--- src/rtl/flappy_pkg.sv ---
// Shared game constants and FSM encoding for the scroller, renderer and
// obstacle logic.
package flappy_pkg;

    typedef enum logic [1:0] {
        ST_IDLE = 2'd0,
        ST_RUN  = 2'd1,
        ST_DEAD = 2'd2
    } state_t;

    localparam int SPACING_DEF = 160;
    localparam int PIPE_W_DEF  = 40;
    localparam int SPEED_DEF   = 2;
    localparam int STEP_MAX    = 4;

endpackage

--- src/rtl/mod5_counter.sv ---
// Pipe-height ROM rotation counter: 0,1,2,3,4,0 on each increment.
// Synchronous clear has priority over increment.
module mod5_counter (
    input  logic       clk,
    input  logic       rst,
    input  logic       clr,
    input  logic       inc,
    output logic [2:0] q
);

    always_ff @(posedge clk or posedge rst) begin
        if (rst) begin
            q <= 3'd0;
        end else if (clr) begin
            q <= 3'd0;
        end else if (inc) begin
            q <= (q == 3'd4) ? 3'd0 : q + 3'd1;
        end
    end

endmodule

--- src/rtl/pipe_scroller.sv ---
// Pipe scroller: IDLE/RUN/DEAD play FSM, slot position, score and rotation.
// Define PIPE_SCROLL_SPEEDUP_EN to raise the step by 1 every 8th wrap.
module pipe_scroller
    import flappy_pkg::*;
#(
    parameter int SPACING = SPACING_DEF,
    parameter int PIPE_W  = PIPE_W_DEF,
    parameter int SPEED   = SPEED_DEF
) (
    input  logic       clk,
    input  logic       rst,
    input  logic       frame_tick,
    input  logic       start,
    input  logic       crash,
    output logic [2:0] rom_index,
    output logic [9:0] x_base,
    output logic [7:0] score,
    output logic       wrap_pulse,
    output logic       running,
    output logic       dead
);

    localparam logic [9:0] SP  = 10'(SPACING);
    localparam logic [9:0] SPD = 10'(SPEED);

    if (SPEED < 1 || SPEED >= SPACING || PIPE_W >= SPACING) begin : g_bad_cfg
        $error("pipe_scroller: illegal SPEED/PIPE_W for SPACING");
    end

    state_t     state;
    logic [9:0] step;
    logic       adv;
    logic       wrap;
    logic       reload;

    assign adv    = (state == ST_RUN) && frame_tick && !crash;
    assign wrap   = adv && (x_base <= step);
    assign reload = (state == ST_DEAD) && start;

    mod5_counter u_rot (
        .clk (clk),
        .rst (rst),
        .clr (reload),
        .inc (wrap),
        .q   (rom_index)
    );

`ifdef PIPE_SCROLL_SPEEDUP_EN
    localparam int         CAP_I = (STEP_MAX < SPACING - 1) ? STEP_MAX : SPACING - 1;
    localparam logic [9:0] CAP   = 10'(CAP_I);

    logic [2:0] grp;

    always_ff @(posedge clk or posedge rst) begin
        if (rst) begin
            step <= SPD;
            grp  <= 3'd0;
        end else if (reload) begin
            step <= SPD;
            grp  <= 3'd0;
        end else if (wrap) begin
            grp <= grp + 3'd1;
            if (grp == 3'd7 && step < CAP) begin
                step <= step + 10'd1;
            end
        end
    end
`else
    assign step = SPD;
`endif

    always_ff @(posedge clk or posedge rst) begin
        if (rst) begin
            state      <= ST_IDLE;
            x_base     <= SP;
            score      <= 8'd0;
            wrap_pulse <= 1'b0;
            running    <= 1'b0;
            dead       <= 1'b0;
        end else begin
            wrap_pulse <= wrap;
            unique case (state)
                ST_IDLE: begin
                    if (start) begin
                        state   <= ST_RUN;
                        running <= 1'b1;
                    end
                end
                ST_RUN: begin
                    if (crash) begin
                        state   <= ST_DEAD;
                        running <= 1'b0;
                        dead    <= 1'b1;
                    end else if (frame_tick) begin
                        // x_base <= step here, so the sum stays within 1..SPACING
                        if (wrap) begin
                            x_base <= x_base + SP - step;
                            if (score != 8'hFF) score <= score + 8'd1;
                        end else begin
                            x_base <= x_base - step;
                        end
                    end
                end
                ST_DEAD: begin
                    if (start) begin
                        state  <= ST_IDLE;
                        dead   <= 1'b0;
                        x_base <= SP;
                        score  <= 8'd0;
                    end
                end
                default: begin
                    state   <= ST_IDLE;
                    running <= 1'b0;
                    dead    <= 1'b0;
                end
            endcase
        end
    end

endmodule
--- config.mk ---
export PLATFORM = sky130hd
export DESIGN_NAME = pipe_scroller
export DESIGN_NICKNAME = d
export VERILOG_FILES = /design/src/rtl/flappy_pkg.sv /design/src/rtl/mod5_counter.sv /design/src/rtl/pipe_scroller.sv
export SDC_FILE = /design/constraint.sdc
export NUM_CORES = 1
export LEC_CHECK = 0
export CAP_MARGIN = 20
export CELL_PAD_IN_SITES_DETAIL_PLACEMENT = 1
export CELL_PAD_IN_SITES_GLOBAL_PLACEMENT = 1
export CORE_MARGIN = 3
export CORE_UTILIZATION = 35
export CTS_CLUSTER_SIZE = 24
export DETAILED_ROUTE_END_ITERATION = 8
export GPL_TIMING_DRIVEN = 0
export PLACE_DENSITY = 0.74
export SYNTH_ARGS = -nofsm -noshare
export SYNTH_HDL_FRONTEND = slang
export SYNTH_SLANG_ARGS = --single-unit
export TNS_END_PERCENT = 1
--- constraint.sdc ---
create_clock -name clk -period 3.05 [get_ports clk]
set_input_delay 0.915 -clock clk [delete_from_list [all_inputs] [get_ports clk]]
set_output_delay 0.915 -clock clk [all_outputs]
set_load 0.01 [all_outputs]
==> impl_metrics.env <==
export IMPL_drt_iter0_drc=44
export IMPL_clock_path_buffers=2
export IMPL_grt_antenna_before_repair=0
export IMPL_ys_ff_latch=25
export IMPL_finalHoldViolations=0
export IMPL_syn_area_per_cell_sq_um=9.380
export IMPL_die_h_microns=68.34
export IMPL_critPathMaxFanout=9
export IMPL_gr_total_overflow=0
export IMPL_final_common_cell="clkdlybuf4s50_1"
export IMPL_fmax_ghz=0.3496
export IMPL_io_buffers=27
export IMPL_grt_pass1_vias=1194
export IMPL_ys_flop_type="dfrtp_1"
export IMPL_cts_buffers=3
export IMPL_crit_required_ps=3240
export IMPL_ys_seq_area_frac=0.4618
export IMPL_skew_ps=3.810
export IMPL_track_usage=0.1569
export IMPL_worst_pin_slew_ps=849.1
export IMPL_cp_end_kind="flip-flop"
export IMPL_ys_types=39
export IMPL_slew_violations=0
export IMPL_yosysTopAreaCell="dfrtp_1"
export IMPL_drive_above_1_share=0.1243
export IMPL_relSlewSlack=0.4262
export IMPL_finalCritPeriodShare=0.9379
export IMPL_power_density_nw_per_um2=759.1
export IMPL_antenna_left=0
export IMPL_routed_wl_mm=3.323
export IMPL_finalSetupViolCount=0
export IMPL_yosys_warnings=0
export IMPL_hp_class="flip-flop to flip-flop"
export IMPL_tritoncts="built"
export IMPL_coreArea_sq_um=3716
export IMPL_pin_count=29
export IMPL_arrival_ps=3060
export IMPL_synth_area_leaders="dfrtp_1 (42%), o21ai_0 (4.8%), a21oi_1 (4.4%)"
export IMPL_cts_sinks=25
export IMPL_async_reset_ff_frac=1.000
export IMPL_synth_top_area_frac=0.4232
export IMPL_start_kind="input port"
export IMPL_p_leak_nw=0.7220
export IMPL_grt_max_degree=26
export IMPL_dieArea_sq_um=4670
export IMPL_clkLatencyLatePin_ps=260
export IMPL_htreeDepth=1
export IMPL_worst_ir_drop_vdd_uv=319.8
export IMPL_cap_violations=0
export IMPL_critical_path_class="input port to flip-flop"
export IMPL_grt_pass1_wl_mm=5.506
export IMPL_status="completed"
export IMPL_synth_area_sq_um=1360
export IMPL_viasPerCell=5.311
export IMPL_post_route_drc_count=0
export IMPL_synthCells=145
export IMPL_die_width_microns=68.34
export IMPL_row_count=22
export IMPL_synth_edf_count=0
export IMPL_rsz0062_at_grt="no"
export IMPL_period_needed_ps=2861
export IMPL_fin_util=0.4751
export IMPL_wire_per_inst_microns=14.77
export IMPL_dpl_hpwl_mm=2.511
export IMPL_vias=1195
export IMPL_clk_pin_slew_worst_paths_ps=90
export IMPL_start_util=0.3660
export IMPL_area_growth_pct=29.81
export IMPL_globalplace_congestion=0.8264
export IMPL_root_buffer="clkbuf_8"
export IMPL_antenna_cells=0
export IMPL_synthesis_nets=154
export IMPL_drt_first_pass_iters=4
export IMPL_n_fill_cell=451
export IMPL_final_cell_mix="clkdlybuf4s50_1 (27), dfrtp_1 (23), nand2_1 (16)"
export IMPL_tns_ps=0
export IMPL_fin_hold_ws_ps=533.9
export IMPL_nets=187
export IMPL_cts_setup_buffers=0
-- power by group --
part / internal [W] / switching, W
clock: 0.0000911 / 0.000102
sequential: 0.000440 / 0.000146
combinational: 0.000298 / 0.000263
-- cells in the mapped netlist, types with 2 or more instances --
master	number
a211oi_1	4
a21oi_1	12
buf_6	2
dfrtp_1	23
dfstp_2	2
ha_1	4
inv_1	8
nand2_1	16
nand3_1	3
nand3b_1	2
nand4_1	4
nor2_1	12
nor4_1	3
o21ai_0	13
or2_2	3
or3_1	5
or4_4	2
xnor2_1	4
xor2_1	3
-- worst max-delay path, cell delays in order --
cell and delay, ps:
clkdlybuf4s50_1 490, nand4bb_1 270, or4_4 560, buf_6 160
inv_8 80, a21oi_4 90, or3_1 360, a21oi_1 140
-- per-stage QoR --
step	cell area [sq um]	total power [W]	std cells	setup WS, ps
floorplan	1360	0.0008716	145	593.8
global placement	1690	0.001121	220	-72.95
detailed placement	1690	0.001156	220	-150.7
CTS	1737	0.001355	224	120.8
global route	1765	0.001447	225	54.96
finish	1765	0.001340	225	189.4
-- flip-flops by register name, indices dropped and copies added (netlist names) --
register,count
u_rot.q,3
score,8
wrap_pulse,1
running,1
state,2
x_base,9
dead,1
-- per-layer routing --
metal	global-route usage	vias up	part of all wire	routed length, microns
li1	-	576	-	-
met1	0.1974	597	0.45	1493
met2	0.2840	20	0.52	1727
met3	0.02299	2	0.027	91
met4	0.02978	0	0.0030	10
met5	0	-	0	0
-- what timing repair did --
| action | in CTS | in global routing |
|---|---|---|
| hold endpoints to repair | 0 | 0 |
| gates resized for setup | 0 | 2 |
| setup endpoints to repair | 0 | 2 |
| hold buffers | 0 | 0 |
-- final timing paths --
kind | start | end | slack [ps] | depth (start not counted)
setup / recovery | crash | score[6] | 190 | 8
hold / removal | dead | dead | 530 | 2
setup reg to reg | x_base[6] | score[6] | 710 | 7
hold reg to reg | dead | dead | 530 | 2
max in group asynchronous | rst | x_base[7] | 1750 | 3
min in group asynchronous | rst | score[6] | 850 | 2
-- final cells by class --
cell class,instances,area (sq um),area share
Multi-Input combinational cell,107,656.9,0.3721
Sequential cell,25,628.1,0.3558
Timing Repair Buffer,28,297.8,0.1687
Tap cell,48,60.06,0.03402
Clock buffer,3,41.29,0.02339
Inverter,9,41.29,0.02339
Buffer,4,35.03,0.01984
Clock inverter,1,5.005,0.002835
-- kinds of logic after synthesis --
kind of cell               synth area share
AOI/OAI and AO/OA                    0.1555
xor gates and xnor gates            0.04508
adders and majority gates           0.03680
buffers and inverters               0.05520
DFF                                  0.4618
other                              0.002757
and+or+nand+nor                      0.2429
No activity file was read; power rests on OpenSTA's default activity.
